## src/rtl/output_streamer_pkg.sv

```systemverilog
// Shared constants and FSM encoding for the neuron result streamer.
package output_streamer_pkg;

    localparam int unsigned NUM_OUT_DEFAULT = 4;
    localparam int unsigned WIDTH_DEFAULT   = 8;
    localparam int unsigned CHK_WIDTH       = WIDTH_DEFAULT;

    typedef logic [1:0] state_t;

    localparam state_t StIdle    = 2'd0;
    localparam state_t StPresent = 2'd1;
    localparam state_t StWaitLow = 2'd2;
    localparam state_t StFinish  = 2'd3;

endpackage

```

## src/rtl/ack_sync.sv

```systemverilog
// Two-flop synchronizer for an asynchronous pad strobe plus a rising-edge detector.
module ack_sync (
    input  logic clk,
    input  logic reset,
    input  logic async_in,
    output logic level,
    output logic rise
);

    logic s1_q, s2_q, s3_q;

    always_ff @(posedge clk or posedge reset) begin
        if (reset) begin
            s1_q <= 1'b0;
            s2_q <= 1'b0;
            s3_q <= 1'b0;
        end else begin
            s1_q <= async_in;
            s2_q <= s1_q;
            s3_q <= s2_q;
        end
    end

    assign level = s2_q;
    assign rise  = s2_q & ~s3_q;

endmodule

```

## src/rtl/output_streamer.sv

```systemverilog
// Snapshots perceptron results on capture and streams them, plus an XOR checksum byte,
// to a host over a four-phase ack handshake.
module output_streamer
    import output_streamer_pkg::*;
#(
    parameter int unsigned NUM_OUT = NUM_OUT_DEFAULT,
    parameter int unsigned WIDTH   = WIDTH_DEFAULT
) (
    input  logic             clk,
    input  logic             reset,
    input  logic             capture,
    input  logic [WIDTH-1:0] neuron0_output,
    input  logic [WIDTH-1:0] neuron1_output,
    input  logic [WIDTH-1:0] neuron2_output,
    input  logic [WIDTH-1:0] neuron3_output,
    input  logic             ack,
    output logic [WIDTH-1:0] data_out,
    output logic             valid,
    output logic [2:0]       index,
    output logic             busy,
    output logic             done
);

    localparam int unsigned NUM_IN   = 4;
    localparam logic [2:0]  LAST_IDX = 3'(NUM_OUT);

    state_t           state_q, state_d;
    logic [WIDTH-1:0] live [NUM_IN];
    logic [WIDTH-1:0] live_ext [NUM_OUT];
    logic [WIDTH-1:0] snap_q [NUM_OUT];
    logic [WIDTH-1:0] checksum;
    logic [WIDTH-1:0] next_byte;
    logic [WIDTH-1:0] data_q, data_d;
    logic             valid_q, valid_d;
    logic [2:0]       index_q, index_d;
    logic             chk_acked_q, chk_acked_d;
    logic             snap_en;
    logic             ack_level, ack_rise;

    ack_sync u_ack_sync (
        .clk      (clk),
        .reset    (reset),
        .async_in (ack),
        .level    (ack_level),
        .rise     (ack_rise)
    );

    assign live[0] = neuron0_output;
    assign live[1] = neuron1_output;
    assign live[2] = neuron2_output;
    assign live[3] = neuron3_output;

    for (genvar g = 0; g < NUM_OUT; g++) begin : g_live
        if (g < NUM_IN) begin : g_in
            assign live_ext[g] = live[g];
        end else begin : g_zero
            assign live_ext[g] = '0;
        end
    end

    // Checksum comes from the snapshot so live inputs cannot disturb a frame in flight.
    always_comb begin
        checksum = '0;
        for (int i = 0; i < NUM_OUT; i++) begin
            checksum = checksum ^ snap_q[i];
        end
    end

    always_comb begin
        next_byte = checksum;
        for (int i = 0; i < NUM_OUT; i++) begin
            if (index_q == 3'(i)) next_byte = snap_q[i];
        end
    end

    always_comb begin
        state_d     = state_q;
        index_d     = index_q;
        valid_d     = valid_q;
        data_d      = data_q;
        chk_acked_d = chk_acked_q;
        snap_en     = 1'b0;
        unique case (state_q)
            StIdle: begin
                if (capture) begin
                    snap_en     = 1'b1;
                    index_d     = '0;
                    valid_d     = 1'b1;
                    data_d      = live_ext[0];
                    chk_acked_d = 1'b0;
                    state_d     = StPresent;
                end
            end
            StPresent: begin
                if (ack_rise) begin
                    valid_d = 1'b0;
                    state_d = StWaitLow;
                    // Index saturates at the checksum slot; a flag marks the final ack.
                    if (index_q == LAST_IDX) chk_acked_d = 1'b1;
                    else                     index_d     = index_q + 3'd1;
                end
            end
            StWaitLow: begin
                if (!ack_level) begin
                    if (chk_acked_q) begin
                        state_d = StFinish;
                    end else begin
                        valid_d = 1'b1;
                        data_d  = next_byte;
                        state_d = StPresent;
                    end
                end
            end
            StFinish: state_d = StIdle;
            default:  state_d = StIdle;
        endcase
    end

    always_ff @(posedge clk or posedge reset) begin
        if (reset) begin
            state_q     <= StIdle;
            index_q     <= '0;
            valid_q     <= 1'b0;
            data_q      <= '0;
            chk_acked_q <= 1'b0;
        end else begin
            state_q     <= state_d;
            index_q     <= index_d;
            valid_q     <= valid_d;
            data_q      <= data_d;
            chk_acked_q <= chk_acked_d;
        end
    end

    always_ff @(posedge clk or posedge reset) begin
        if (reset) begin
            for (int i = 0; i < NUM_OUT; i++) snap_q[i] <= '0;
        end else if (snap_en) begin
            for (int i = 0; i < NUM_OUT; i++) snap_q[i] <= live_ext[i];
        end
    end

    assign data_out = data_q;
    assign valid    = valid_q;
    assign index    = index_q;
    assign busy     = (state_q == StPresent) || (state_q == StWaitLow);
    assign done     = (state_q == StFinish);

endmodule
```

## config.mk

```make
export PLATFORM = sky130hd
export DESIGN_NAME = output_streamer
export DESIGN_NICKNAME = d
export VERILOG_FILES = /design/src/rtl/output_streamer_pkg.sv /design/src/rtl/ack_sync.sv /design/src/rtl/output_streamer.sv
export SDC_FILE = /design/constraint.sdc
export NUM_CORES = 1
export LEC_CHECK = 0
export CAP_MARGIN = 30
export CORE_MARGIN = 3
export CORE_UTILIZATION = 31
export DETAILED_ROUTE_END_ITERATION = 10
export GPL_ROUTABILITY_DRIVEN = 0
export PLACE_DENSITY = 0.6
export SETUP_SLACK_MARGIN = 0.15
export SLEW_MARGIN = 40
export SYNTH_ARGS = -nofsm -noshare
export SYNTH_HDL_FRONTEND = slang
export SYNTH_SLANG_ARGS = --single-unit
```

## constraint.sdc

```tcl
create_clock -name clk -period 3 [get_ports clk]
set_input_delay 0.6 -clock clk [delete_from_list [all_inputs] [get_ports clk]]
set_output_delay 0.6 -clock clk [all_outputs]
set_load 0.01 [all_outputs]
```

==> impl_metrics.csv, run 1 <==
group,metric,value,unit
synth,synth-seq-cells,50,
synth,yosysSeqAreaShare,44.2,%
setup_path,reg2reg_from,"index[0]",
die,rows,34,
route,drc,0,
sta,worstMarginPinSlew,0.581,ns
power,comb_power_share,56.3,%
grt,antenna_found_initial,0,
sta,setup_viol,0,
die,die_x,102,µm
power,p_int,2.40,mW
sta,layout_min_cycle_time,2.23,ns
cts,worst_skew_pair.late_latency,0.31,ns
cts,tritoncts,"yes",
grt,grt_start_max_net_pins,27,
die,start_util,32.1,%
cts,postCtsSetupRepairBufs,0,
hold_path,min_path_type,"reg2reg",
flow_run,cap_violations,0,
route,ant_nets,0,
power,seqPwrFrac,33.2,%
synth,synth_cell_types,42,
setup_path,crit_slowest_cell,"clkdlybuf4s50_1",
setup_path,crit_start,"state_q[0]",
synth,syn_area,2830,µm²
die,ios,50,
setup_path,worstSetupEndpointType,"output port",
cts,clock-sinks,50,
sta,slew_headroom,61.2,%
cts,path_clk_slew,0.09,ns
die,die_h,102,µm
grt,grt_pass1_wl,10900,µm
route,totalWireLength,6690,µm
sta,fin_ws,0.766,ns
cts,ctsHtreeMaxLevel,2,
cells_and_area,most-common-layout-cells,"dfrtp_1 (50), clkdlybuf4s50_1 (49), mux2_2 (33)",
sta,hold_violations,0,
setup_path,reg2reg_slack,0.77,ns
grt,grt_pass1_vias,2104,
die,core-area,8810,µm²
place,dp_cells,403,
cts,clock_path_buffers,2,
setup_path,reg2reg_depth,6,
cts,clockRootBuffer,"clkbuf_8",
sta,finClkSkew,0.00704,ns
grt,grt_overflow_total,0,
setup_path,crit_buf_inv,2,
setup_path,slowest_delay,0.53,ns
cells_and_area,drive_gt1_share,18.6,%
cells_and_area,antennaDiodeCount,0,
route,drt_iter0_drc,83,
power,p_sw_share,38.9,%
route,vias,2158,
synth,ys_warn_count,0,
setup_path,crit_path_cell_trace,"inv_1 > ha_1 > clkdlybuf4s50_1",
cells_and_area,nets,347,
synth,avgSynthCellArea,11.4,µm²
outcome,status,"finished clean",
power,pwr_density_cell,1110,nW/µm²
sta,finalCritPeriodShare,74.5,%
sta,tns,0,ns
setup_path,critPathLaunchType,"flip-flop",
cells_and_area,fin_cells,409,
cells_and_area,area_delta_synth_final,24.9,%
route,drtPass1Iterations,4,
place,dpl.hpwl,4900,µm
synth,syn-num-nets,294,
power,netSwitchingPower,1.53,mW
setup_path,worstPathMaxFanout,5,
grt,track_usage,13.6,%
power,p_clk_share,10.4,%
power,p_leak,1.50,nW
setup_path,r2r-end,"data_out[7]",
setup_path,cp.depth,3,
synth,syn_inst,249,
setup_path,path_delay_family,"buffers and inverters",
sta,fmax,448,MHz
setup_path,required,2.40,ns
sta,slew_viol_final,0,
setup_path,crit_arrival,1.63,ns
cts,ctsHoldBuffers,0,
cells_and_area,final_common_cell,"dfrtp_1",
cts,cts_buffers,5,
route,viasPerCell,5.28,
cts,cts.repair.resized,0,
route,routedWlPerCell,16.3,µm
place,port-buffer-count,49,
sta,rsz0062_at_grt,"false",
die,die_area,10300,µm²
place,dpl_worst_slack,0.819,ns
power,peakVddDrop,0.303,mV
hold_path,hold-path-cell-count,0,
setup_path,crit_type,"reg2out",
setup_path,crit_end,"busy",
[synth_stat cells]
cell	n	share of area (%)
a211oi_1	2	0.53
a21o_1	1	0.27
a21oi_1	20	3.5
a21oi_2	1	0.31
a222oi_1	2	0.71
a311oi_1	3	0.93
a31o_2	1	0.31
a31oi_1	6	1.3
buf_2	5	0.88
buf_4	4	1.1
buf_6	1	0.40
clkbuf_1	1	0.13
dfrtp_1	50	44
ha_1	9	4.0
inv_1	16	2.1
mux2_2	33	13
mux2i_1	5	1.8
nand2_1	13	1.7
nand2b_1	2	0.44
nand2b_2	1	0.31
nand4_1	5	1.1
nor2_1	10	1.3
nor2b_1	6	1.3
nor3_1	2	0.35
nor3b_1	2	0.53
nor4_1	3	0.66
o2111ai_1	4	1.2
o211ai_1	1	0.27
o21a_1	3	0.80
o21ai_0	10	1.8
o21ai_1	1	0.18
o21ba_2	1	0.35
o22a_1	4	1.2
o2bb2ai_1	6	1.9
o311ai_0	2	0.62
o32a_1	1	0.35
or2_2	1	0.22
or4b_4	1	0.49
xnor2_1	2	0.62
xnor3_1	5	4.0
xor3_1	1	0.84
xor3_2	2	1.8
[worst min path at each step]
| stage | from | end | slack, ns |
|---|---|---|---|
| finish | u_ack_sync.s1_q | u_ack_sync.level | 0.36 |
| global route | u_ack_sync.s1_q | u_ack_sync.level | 0.37 |
| CTS | u_ack_sync.s1_q | u_ack_sync.level | 0.36 |
| detailed placement | u_ack_sync.s1_q | u_ack_sync.level | 0.34 |
| global placement | u_ack_sync.s1_q | u_ack_sync.level | 0.34 |
| floorplan | u_ack_sync.s1_q | u_ack_sync.level | 0.33 |
[power groups by stage]
stage,clock [mW],combinational [mW],sequential (mW)
2_1_floorplan,0,1.64,1.26
3_3_place_gp,0,2.15,1.31
3_5_place_dp,0,2.21,1.32
4_1_cts,0.422,2.23,1.31
5_1_grt,0.450,2.44,1.35
6_report,0.410,2.21,1.30
[sequential cells by signal, summed over array words and instances, names as in the netlist]
| register | cells |
|---|---|
| u_ack_sync.s1_q | 1 |
| state_q | 2 |
| data_out | 8 |
| index | 3 |
| u_ack_sync.s3_q | 1 |
| u_ack_sync.level | 1 |
| chk_acked_q | 1 |
| valid | 1 |
| snap_q | 32 |
[layout make-up]
| cell class | count | area (µm²) |
|---|---|---|
| Fill cell | 838 | 5270 |
| Multi-Input combinational cell | 172 | 1450 |
| Sequential cell | 50 | 1250 |
| Timing Repair Buffer | 57 | 558 |
| Tap cell | 108 | 135 |
| Clock buffer | 6 | 82.6 |
| Inverter | 16 | 60.1 |
[cell families after synthesis]
group / after synthesis / synth area share (%)
AO/OA/AOI/OAI: 69 / 16.6
flip-flops: 50 / 44.2
AND/OR/NAND/NOR: 46 / 8.49
multiplexers: 38 / 14.9
buffers and inverters: 27 / 4.60
XOR/XNOR: 10 / 7.21
adder cells (fa/ha/maj): 9 / 3.98
[through the flow]
stage	util, %	power [mW]	cell area (µm²)	hold slack, ns
floorplan	-	2.90	2830	0.331
global placement	39.1	3.46	3440	0.337
detailed placement	39.2	3.53	3450	0.340
CTS	40.1	3.96	3530	0.361
global route	40.1	4.24	3530	0.373
finish	40.1	3.93	3530	0.359
[metal layers]
layer	up-vias	global-route usage [%]	share of wire [%]
li1	1027	-	-
met1	1079	18.4	48
met2	44	21.8	47
met3	8	3.65	4.2
met4	0	3.17	1.2
met5	-	0	0
Note: power is estimated with default switching activity, not from simulation.
==> run 2: changes to the inputs <==
Settings changed: PLACE_DENSITY 0.6 to 0.62.
Clock period 3 ns to 1.95 ns, I/O delays scaled along.
==> impl_metrics.csv, run 2 (synthesis results as in run 1) <==
group,metric,value,unit
power,peakVddDrop,0.696,mV
cells_and_area,area_delta_synth_final,31.0,%
route,vias,2164,
setup_path,worstPathMaxFanout,5,
place,port-buffer-count,49,
cells_and_area,final_area,3710,µm²
cts,clock-sinks,50,
route,routedWlPerCell,16.0,µm
die,rows,34,
sta,fin_ws,0.117,ns
place,dpl.hpwl,4950,µm
grt,grt_pass1_wl,11200,µm
setup_path,crit_type,"reg2reg",
setup_path,critPathLaunchType,"flip-flop",
cts,tritoncts,"yes",
cts,cts_buffers,5,
cts,path_clk_slew,0.09,ns
route,drt_iter0_drc,163,
hold_path,min_path_type,"reg2reg",
cells_and_area,drive_gt1_share,26.4,%
sta,slew_viol_final,0,
cells_and_area,antennaDiodeCount,0,
die,die_h,102,µm
setup_path,slowest_delay,0.51,ns
cells_and_area,final_util,42.1,%
route,ant_nets,0,
cells_and_area,nets,356,
setup_path,crit_slowest_cell,"or4b_4",
cells_and_area,most-common-layout-cells,"dfrtp_1 (47), clkdlybuf4s50_1 (45), mux2_2 (33)",
die,ios,50,
die,start_util,32.1,%
sta,layout_min_cycle_time,1.83,ns
die,die_area,10300,µm²
route,drtPass1Iterations,4,
sta,setup_viol,0,
grt,grt_start_max_net_pins,51,
route,viasPerCell,5.16,
outcome,status,"finished clean",
cts,ctsHtreeMaxLevel,2,
setup_path,crit_arrival,2.03,ns
grt,antenna_found_initial,0,
cells_and_area,top_register,"snap_q",
cts,clock_path_buffers,2,
sta,worstMarginPinSlew,0.411,ns
sta,rsz0062_at_grt,"true",
cts,worst_skew_pair.late_latency,0.31,ns
setup_path,worstSetupEndpointType,"flip-flop",
cts,ctsHoldBuffers,0,
sta,fmax,546,MHz
place,dpl_worst_slack,0.0837,ns
route,totalWireLength,6690,µm
die,core-area,8810,µm²
power,power,6.25,mW
cells_and_area,largest_reg_flops,32,
grt,track_usage,14.0,%
setup_path,crit_path_cell_trace,"ha_4 > ha_4 > or4b_4 > o2111ai_2 > a311oi_1 > o2bb2ai_1",
setup_path,required,2.15,ns
cts,clockRootBuffer,"clkbuf_8",
power,pwr_density_cell,1690,nW/µm²
setup_path,path_common_cell,"ha_4",
grt,grt_overflow_total,0,
place,dpl_cell_area,3560,µm²
die,die_x,102,µm
power,p_leak,1.59,nW
sta,hold_violations,0,
grt,grt_pass1_vias,2263,
sta,tns,0,ns
cells_and_area,final_common_cell,"dfrtp_1",
sta,slew_headroom,72.5,%
sta,finClkSkew,0.0107,ns
route,drc,0,
sta,finalCritPeriodShare,94.0,%
flow_run,cap_violations,0,
run 2: changes by cell type in the layout (fill, tap and decap cells not counted), sizes merged:
cell / delta
buf: +9
clkbuf: +1
clkdlybuf4s50: -4
dlygate4sd2: +2
dlymetal6s2s: +2
run 2: layout make-up:
type,instances,area (µm²)
Fill cell,844,5100
Tap cell,108,135
Clock buffer,7,76.3
Inverter,16,60.1
Timing Repair Buffer,66,662
Multi-Input combinational cell,172,1520
Sequential cell,50,1250
run 2: final timing paths:
path | slack (ns) | to | cells after the start | startpoint
setup / recovery | 0.12 | data_out[7] | 6 | index[1]
hold / removal | 0.35 | u_ack_sync.level | 0 | u_ack_sync.s1_q
setup reg to reg | 0.12 | data_out[7] | 6 | index[1]
hold reg to reg | 0.35 | u_ack_sync.level | 0 | u_ack_sync.s1_q
max in group asynchronous | 1.27 | index[0] | 3 | reset
min in group asynchronous | 0.44 | snap_q[15] | 3 | reset
run 2: metrics by stage:
| step | hold slack [ns] | std cells |
|---|---|---|
| global placement | 0.335 | 408 |
| global route | 0.376 | 419 |
| detailed placement | 0.336 | 408 |
| finish | 0.351 | 419 |
| floorplan | 0.331 | 249 |
| CTS | 0.355 | 419 |
run 2: what timing repair did:
item	in CTS	in global routing
endpoints found under the setup margin	12	14
gates resized for setup	6	10
pin swaps	1	1
setup buffers	4	0
run 2: power breakdown:
part,total [mW],switching [mW],internal [mW]
registers,2.02,0.466,1.55
logic,3.65,1.61,2.03
clock network,0.584,0.336,0.248
run 2: worst max-delay path: cells and delay by family, from the launching register on:
kind	cells	cell delay [ns]
AND/OR/NAND/NOR	1	0.51
flip-flops	1	0.47
AO/OA/AOI/OAI	3	0.41
adder cells (fa/ha/maj)	2	0.33
run 2: layer usage:
metal | vias up | GRT usage, % | part of all wire, %
met2 | 54 | 22.4 | 48
met5 | - | 0 | 0
li1 | 1044 | - | -
met4 | 0 | 5.01 | 1.6
met3 | 6 | 3.03 | 4.3
met1 | 1060 | 18.8 | 46
